[src/rtl/logic_unit_nb.sv]
// Registered N-bit bitwise logic unit with stream-accumulate mode and an output FIFO.
// Latency 1 cycle accept->out_valid; in_ready = !full. Define LOGIC_UNIT_PARITY_EN to add out_parity.

module logic_unit_nb_fifo #(
   parameter int W     = 8,
   parameter int DEPTH = 2
) (
   input  logic                          clk,
   input  logic                          rst_n,
   input  logic                          push,
   input  logic [W-1:0]                  push_data,
   input  logic                          pop,
   output logic [W-1:0]                  pop_data,
   output logic                          full,
   output logic                          empty,
   output logic [$clog2(DEPTH+1)-1:0]    count
);
   localparam int AW = $clog2(DEPTH);
   localparam int CW = $clog2(DEPTH+1);

   logic [W-1:0]  mem [DEPTH];
   logic [AW-1:0] wr_ptr;
   logic [AW-1:0] rd_ptr;
   logic [CW-1:0] cnt;
   logic [W-1:0]  hold;

   always_ff @(posedge clk or negedge rst_n) begin
      if (!rst_n) begin
         for (int i = 0; i < DEPTH; i++) mem[i] <= '0;
         wr_ptr <= '0;
         rd_ptr <= '0;
         cnt    <= '0;
         hold   <= '0;
      end else begin
         if (push) begin
            mem[wr_ptr] <= push_data;
            wr_ptr      <= wr_ptr + 1'b1;
         end
         // Remember the departing head so the output is stable once empty.
         if (pop) begin
            rd_ptr <= rd_ptr + 1'b1;
            hold   <= mem[rd_ptr];
         end
         case ({push, pop})
            2'b10:   cnt <= cnt + 1'b1;
            2'b01:   cnt <= cnt - 1'b1;
            default: cnt <= cnt;
         endcase
      end
   end

   assign full     = (cnt == CW'(DEPTH));
   assign empty    = (cnt == '0);
   assign count    = cnt;
   assign pop_data = empty ? hold : mem[rd_ptr];
endmodule

module logic_unit_nb #(
   parameter int WIDTH = 4,
   parameter int DEPTH = 2
) (
   input  logic                          clk,
   input  logic                          rst_n,
   input  logic                          in_valid,
   output logic                          in_ready,
   input  logic [WIDTH-1:0]              x,
   input  logic [WIDTH-1:0]              y,
   input  logic [2:0]                    op,
   input  logic                          acc,
   input  logic                          in_last,
   output logic                          out_valid,
   input  logic                          out_ready,
   output logic [WIDTH-1:0]              out_data,
   output logic                          out_zero,
   output logic [$clog2(DEPTH+1)-1:0]    count
`ifdef LOGIC_UNIT_PARITY_EN
   ,output logic                         out_parity
`endif
);
`ifdef LOGIC_UNIT_PARITY_EN
   localparam int EW = WIDTH + 2;
`else
   localparam int EW = WIDTH + 1;
`endif

   function automatic logic [WIDTH-1:0] apply_op(input logic [2:0] o,
                                                 input logic [WIDTH-1:0] a,
                                                 input logic [WIDTH-1:0] b);
      case (o)
         3'b000:  return a & b;
         3'b001:  return a | b;
         3'b010:  return a ^ b;
         3'b011:  return ~(a & b);
         3'b100:  return ~(a | b);
         3'b101:  return ~(a ^ b);
         3'b110:  return ~a;
         default: return a;
      endcase
   endfunction

   logic [WIDTH-1:0] acc_reg;
   logic             busy;
   logic [WIDTH-1:0] opa;
   logic [WIDTH-1:0] opb;
   logic [WIDTH-1:0] result;
   logic             accept;
   logic             push;
   logic             pop;
   logic             full;
   logic             empty;
   logic [EW-1:0]    entry;
   logic [EW-1:0]    head;

   // A fresh accumulation uses x as both operands, which yields the single-operand rules.
   always_comb begin
      opa    = (acc && busy) ? acc_reg : x;
      opb    = acc ? x : y;
      result = apply_op(op, opa, opb);
   end

   assign in_ready  = ~full;
   assign out_valid = ~empty;
   assign accept    = in_valid & in_ready;
   assign push      = accept & (~acc | in_last);
   assign pop       = out_valid & out_ready;

   always_ff @(posedge clk or negedge rst_n) begin
      if (!rst_n) begin
         acc_reg <= '0;
         busy    <= 1'b0;
      end else if (accept && acc) begin
         acc_reg <= result;
         busy    <= ~in_last;
      end
   end

`ifdef LOGIC_UNIT_PARITY_EN
   assign entry      = {^result, ~|result, result};
   assign out_parity = head[WIDTH+1];
`else
   assign entry = {~|result, result};
`endif

   logic_unit_nb_fifo #(.W(EW), .DEPTH(DEPTH)) u_fifo (
      .clk       (clk),
      .rst_n     (rst_n),
      .push      (push),
      .push_data (entry),
      .pop       (pop),
      .pop_data  (head),
      .full      (full),
      .empty     (empty),
      .count     (count)
   );

   assign out_data = head[WIDTH-1:0];
   assign out_zero = head[WIDTH];
endmodule

[config.mk]
export PLATFORM = sky130hd
export DESIGN_NAME = logic_unit_nb
export DESIGN_NICKNAME = d
export VERILOG_FILES = /design/src/rtl/logic_unit_nb.sv
export SDC_FILE = /design/constraint.sdc
export NUM_CORES = 1
export LEC_CHECK = 0
export ABC_AREA = 1
export CORE_MARGIN = 4
export CORE_UTILIZATION = 58
export CTS_BUF_LIST = sky130_fd_sc_hd__clkbuf_16
export DETAILED_ROUTE_END_ITERATION = 10
export PLACE_DENSITY = 0.85
export SLEW_MARGIN = 10
export SYNTH_ARGS = -nofsm -noshare
export SYNTH_HDL_FRONTEND = slang
export SYNTH_HIERARCHICAL = 1
export SYNTH_SLANG_ARGS = --single-unit
[constraint.sdc]
create_clock -name clk -period 5.8 [get_ports clk]
set_clock_uncertainty 0.2 [all_clocks]
set_input_delay 0.87 -clock clk [delete_from_list [all_inputs] [get_ports clk]]
set_output_delay 0.87 -clock clk [all_outputs]
set_load 0.02 [all_outputs]
Word-level counts from Yosys, hierarchy flattened

Cells that the tools add are included.

Output and inout port bits: 9
Word-level logic and storage cells: 60
Register bits after elaboration: 24
Input bits: 17

Muxes and demuxes: 11
$lt $le $gt $ge: 3
Reduce and logical (&&, ||, !) cells: 8
Add/subtract/negate cells: 4
Bitwise logic cells: 17
Equal/unequal tests: 9

Operators by type and width:

| kind                                                             | count |
|---|---|
| 4-bit one-hot mux with 7 select lines                            | 1 |
| 5-bit two-way mux                                                | 5 |
| 4-bit NOT                                                        | 4 |
| 10-bit bitwise mux                                               | 1 |
| 3-bit == test (second input constant)                            | 3 |
| 4-bit two-way mux                                                | 2 |
| 3-bit by 2-bit == test with 1-bit output (second input constant) | 2 |
| 5-bit demux with 1-bit select                                    | 1 |
| 4-bit AND                                                        | 1 |
| 2-bit == test (second input constant)                            | 2 |
| 2-bit greater-or-equal comparator (second input constant)        | 2 |
| 1-bit NOT                                                        | 4 |
| 1-bit NOT with 2-bit output                                      | 2 |
| 4-bit bitwise OR                                                 | 1 |
| 2-bit one-hot mux with 2 select lines                            | 1 |
| 4-bit OR reduction                                               | 1 |
| 4-bit bitwise XOR                                                | 1 |
| 1-bit AND                                                        | 3 |
| 3-bit by 1-bit == test with 1-bit output (second input constant) | 1 |
| 1-bit logical AND                                                | 3 |
| 3-bit zero test                                                  | 1 |
| 1-bit adder (second input constant)                              | 2 |
| 2-bit by 1-bit adder with 2-bit output (second input constant)   | 1 |
| 2-bit by 1-bit == test with 1-bit output (second input constant) | 1 |
| 6 further kinds                                                  | 6 |

Longest topological paths before layout

Word-level depth: 8
Gate-level depth with buffers: 15
Gate-level depth less buffers: 15

By module

Netlist, hierarchy kept.

Modules (own cells, without submodules):

| module             | cells each | times used | area an instance (um^2) |
|---|---|---|---|
| logic_unit_nb_fifo | 114        | 1          | 910.9 |
| logic_unit_nb      | 149        | 1          | 803.3 |

Least setup slack after synthesis

No wires, ideal clock.

Path type: input to register
From: in acc
To: reg u_fifo/mem[4] in the netlist's numbering
Required time: 5,516 ps
Data arrival time: 2,239 ps
Stages: 13
Setup time: 84 ps
Setup slack: 3,277 ps
Cells stage by stage: buf_6 > o21ai_0 > inv_1 > ha_1 > nand4_1 > nand2_1 > nor2_1 > nand2_1 > nor2_1 > nand2_1 > nor2_1 > inv_1 > o21ai_0

Word-level cells in the longest chain between the ends: 8
Elaborated cells on any way between the ends: 17

Ends and longest elaborated chain:

| what                                      | RTL line   | RTL |
|---|---|---|
| start, declared                           | 69         | `input logic acc,` |
| 1-bit logical AND                         | 116        | `opa = (acc && busy) ? acc_reg : x;` |
| 4-bit two-way mux                         | 116        |  |
| 4-bit bitwise XOR (tied with other cells) | 92, 95     |  |
| 4-bit NOT, on equally long branches       | 95, 93, 94 |  |
| 4-bit one-hot mux with 7 select lines *   | 89         | `case (o)` |
| 4-bit OR reduction *                      | 141        | `assign entry = {~\|result, result};` |
| 1-bit zero test *                         | 141        |  |
| named net entry[4]                        | 111        | `logic [EW-1:0] entry;` |
| 10-bit bitwise mux *                      | 36         | `mem[wr_ptr] <= push_data;` |
| end signal, assigned by index             | 36         |  |
| end, declared                             | 21         | `logic [W-1:0] mem [DEPTH];` |

The timed path passes the listed nets; every way through them passes the cells marked *.
A chain may end at the register's enable or synchronous reset.

Worst setup path in the final report

Ends and elaborated chain as after synthesis.

==> results.json <==
{
  "relSlewSlack_pct": 29.52,
  "post_cts_resized": 0,
  "final_cell_mix": "nand2_1 (91), inv_1 (47), o21ai_0 (25), clkdlybuf4s50_1 (25), dfrtp_1 (24)",
  "dpl.hpwl_microns": 2728,
  "cts-root-buf": "clkbuf_16",
  "finalSetupTns_ns": 0,
  "p_seq_share_pct": 32.8,
  "die_height_microns": 62.37,
  "critPathMaxFanout": 14,
  "num_vias": 1655,
  "largest_reg_flops": 10,
  "grt_pass1_wl_microns": 6775,
  "portBuffers": 25,
  "fp-row-count": 19,
  "grt_max_degree": 25,
  "drt-total-wl_microns": 3827,
  "path_buf_inv": 3,
  "period_share_pct": 56.63,
  "clock_sinks": 24,
  "pwr_density_cell_nw_per_um2": 450.4,
  "p_clk_share_pct": 21.2,
  "syn_nets": 288,
  "dpl-instance-area_sq_um": 1957,
  "multi_input_area_sq_um": 883.3,
  "path_delay_family": "simple AND/OR/NAND/NOR gates",
  "cts_max_path_buffers": 2,
  "netlist_instances": 263,
  "required_ns": 5.77,
  "p_int_uw": 552.7,
  "antenna_found_initial": 0,
  "num-fill-cells": 234,
  "whs_path_depth": 2,
  "synth_area_sq_um": 1714,
  "avgSynthCellArea_sq_um": 6.518,
  "synthToLayoutAreaGrowth_pct": 20.29,
  "synth-async-reset-ratio_pct": 100.0,
  "grt.overflow.total": 0,
  "cts.clk_slew.worst_paths_ns": 0.06,
  "synth_seq_cells": 24,
  "cts_buffers": 3,
  "final_hold_viol_count": 0,
  "status": "finished clean",
  "crit_start": "acc",
  "cts_hold_buf": 0,
  "yosys_warnings": 6,
  "die-area_sq_um": 3889,
  "arrival_ns": 3.25,
  "min_path_type": "reg -> reg",
  "fin_area_sq_um": 2062,
  "cp_common_cell": "nand2_1",
  "drtPass1Iterations": 4,
  "ys_types": 22,
  "synth-edff-count": 0,
  "rr_endpoint": "u_fifo/mem[4]$_DFFE_PN0P_",
  "worstPathCellList": "clkdlybuf4s50_1 -> nand2_1 -> nand2_1 -> nand2_1 -> inv_1 -> ha_1 -> nand4_1 -> nand2_1 -> nor2_1 -> nand2_1 -> nor2_1 -> nand2_1 -> nor2_1 -> inv_1 -> o21ai_0",
  "maxSlewViolCount": 0,
  "grt_pass1_vias": 1544,
  "holdCritStartpoint": "u_fifo/mem[6]$_DFFE_PN0P_",
  "worstReg2RegStart": "busy$_DFFE_PN0P_",
  "viasPerCell": 5.221,
  "combPwrFrac_pct": 46.0,
  "htreeDepth": 1,
  "fmax_mhz": 304.4,
  "nets": 312,
  "cts_setup_buffers": 0,
  "ir_drop_uv": 566.5,
  "coreArea_sq_um": 2781,
  "endpoint_kind": "register",
  "reg2reg_depth": 14,
  "yosys_most_used_dff": "dfrtp_1",
  "hold_path_end": "u_fifo/mem[6]$_DFFE_PN0P_",
  "initial_core_util_pct": 61.63,
  "avgRoutedWirePerCell_microns": 12.07,
  "maxCapViolations": 0,
  "start_kind": "primary input",
  "ios": 26,
  "regArea_sq_um": 600.6,
  "seq_area_frac_synth_pct": 35.04,
  "grtUsageTotal_pct": 20.85,
  "drive_gt1_share_pct": 5.245,
  "critPathKind": "in -> reg",
  "crit_slowest_cell": "clkdlybuf4s50_1",
  "swShare_pct": 40.49,
  "first_iter_violations": 121,
  "cp_slowest_stage_delay_ns": 0.75,
  "postRouteAntennaNets": 0,
  "rsz0062_at_grt": "false",
  "die_w_microns": 62.37,
  "period_minus_slack_ns": 3.285,
  "route.detailed.drc": 0,
  "worst_slew_pin_slew_ns": 1.054,
  "worstSkewPairLatency_ns": 0.26,
  "setup_viol": 0,
  "p_sw_uw": 376.0,
  "globalplace.congestion": 0.8928,
  "cts_tree": "yes",
  "antenna_cells": 0,
  "power_leakage_nw": 1.114,
  "final_common_cell": "nand2_1",
  "rrSetupSlack_ns": 3.45
}
per-layer routing:
metal | up-vias | part of all wire, % | global-route usage [%]
met3 | 2 | 5.6 | 4.685
met4 | 0 | 0.29 | 3.979
met1 | 749 | 49 | 29.74
met2 | 49 | 45 | 32.64
li1 | 855 | - | -
met5 | - | 0 | 0
logic make-up (layout without fill, tap and decap cells):
kind of cell	count (synthesis)	in the layout	share of synthesized area [%]
compound gates	31	31	10.15
xor+xnor	2	2	1.022
buf+inv	55	78	13.43
flops	24	24	35.04
fa+ha+maj	8	8	5.840
simple gates	143	143	34.53
power groups by stage:
stage          clock network, mW  registers (mW)  logic, mW
4_1_cts                    0.198           0.303      0.427
3_5_place_dp                   0           0.303      0.418
2_1_floorplan                  0           0.293      0.289
3_3_place_gp                   0           0.300      0.410
6_report                   0.197           0.305      0.427
5_1_grt                    0.208           0.316      0.483
final cells by class:
cell class / instances / area share (%)
inverter: 49 / 8.920
clock inverter: 1 / 1.456
sequential: 24 / 29.13
multi-input combinational: 184 / 42.84
tap: 31 / 1.881
clock buffer: 3 / 3.641
timing repair buffer: 25 / 12.14
worst max-delay path by stage:
stage,endpoint,slack [ns],cells past startpoint
finish,u_fifo/mem[4]$_DFFE_PN0P_,2.52,15
detailed placement,u_fifo/mem[4]$_DFFE_PN0P_,2.31,15
floorplan,u_fifo/mem[4]$_DFFE_PN0P_,3.28,13
global route,u_fifo/mem[4]$_DFFE_PN0P_,2.31,15
global placement,u_fifo/mem[4]$_DFFE_PN0P_,2.37,15
CTS,u_fifo/mem[4]$_DFFE_PN0P_,2.54,15
tightest hold or removal path: stages, from the launching register on:
cell     delay, ns
dfrtp_1       0.34
nand2_1       0.07
o21ai_2       0.05
synthesized netlist by cell type (2+ instances only):
| cell | n | share of area (%) |
|---|---|---|
| buf_4 | 2 | 0.88 |
| nor3_1 | 2 | 0.58 |
| buf_6 | 2 | 1.3 |
| inv_2 | 2 | 0.44 |
| nand2_1 | 91 | 20 |
| nand4_1 | 5 | 1.8 |
| nand3_1 | 18 | 5.3 |
| o21ai_0 | 25 | 7.3 |
| inv_1 | 47 | 10 |
| nor2_1 | 22 | 4.8 |
| ha_1 | 8 | 5.8 |
| dfrtp_1 | 24 | 35 |
| o21ai_2 | 5 | 2.6 |
| nor2_2 | 2 | 0.73 |
per-stage QoR:
| stage | hold slack [ns] | instances | worst slack, ns | util [%] | power [mW] |
|---|---|---|---|---|---|
| after floorplan | 0.2493 | 263 | 3.277 | - | 0.5812 |
| after global placement | 0.2620 | 313 | 2.370 | 70.36 | 0.7107 |
| after detailed placement | 0.2660 | 313 | 2.305 | 70.36 | 0.7211 |
| after CTS | 0.2850 | 317 | 2.542 | 74.13 | 0.9274 |
| after global routing | 0.3146 | 317 | 2.307 | 74.13 | 1.007 |
| final | 0.2843 | 317 | 2.515 | 74.13 | 0.9287 |
Note: power is estimated with default switching activity, not from simulation.
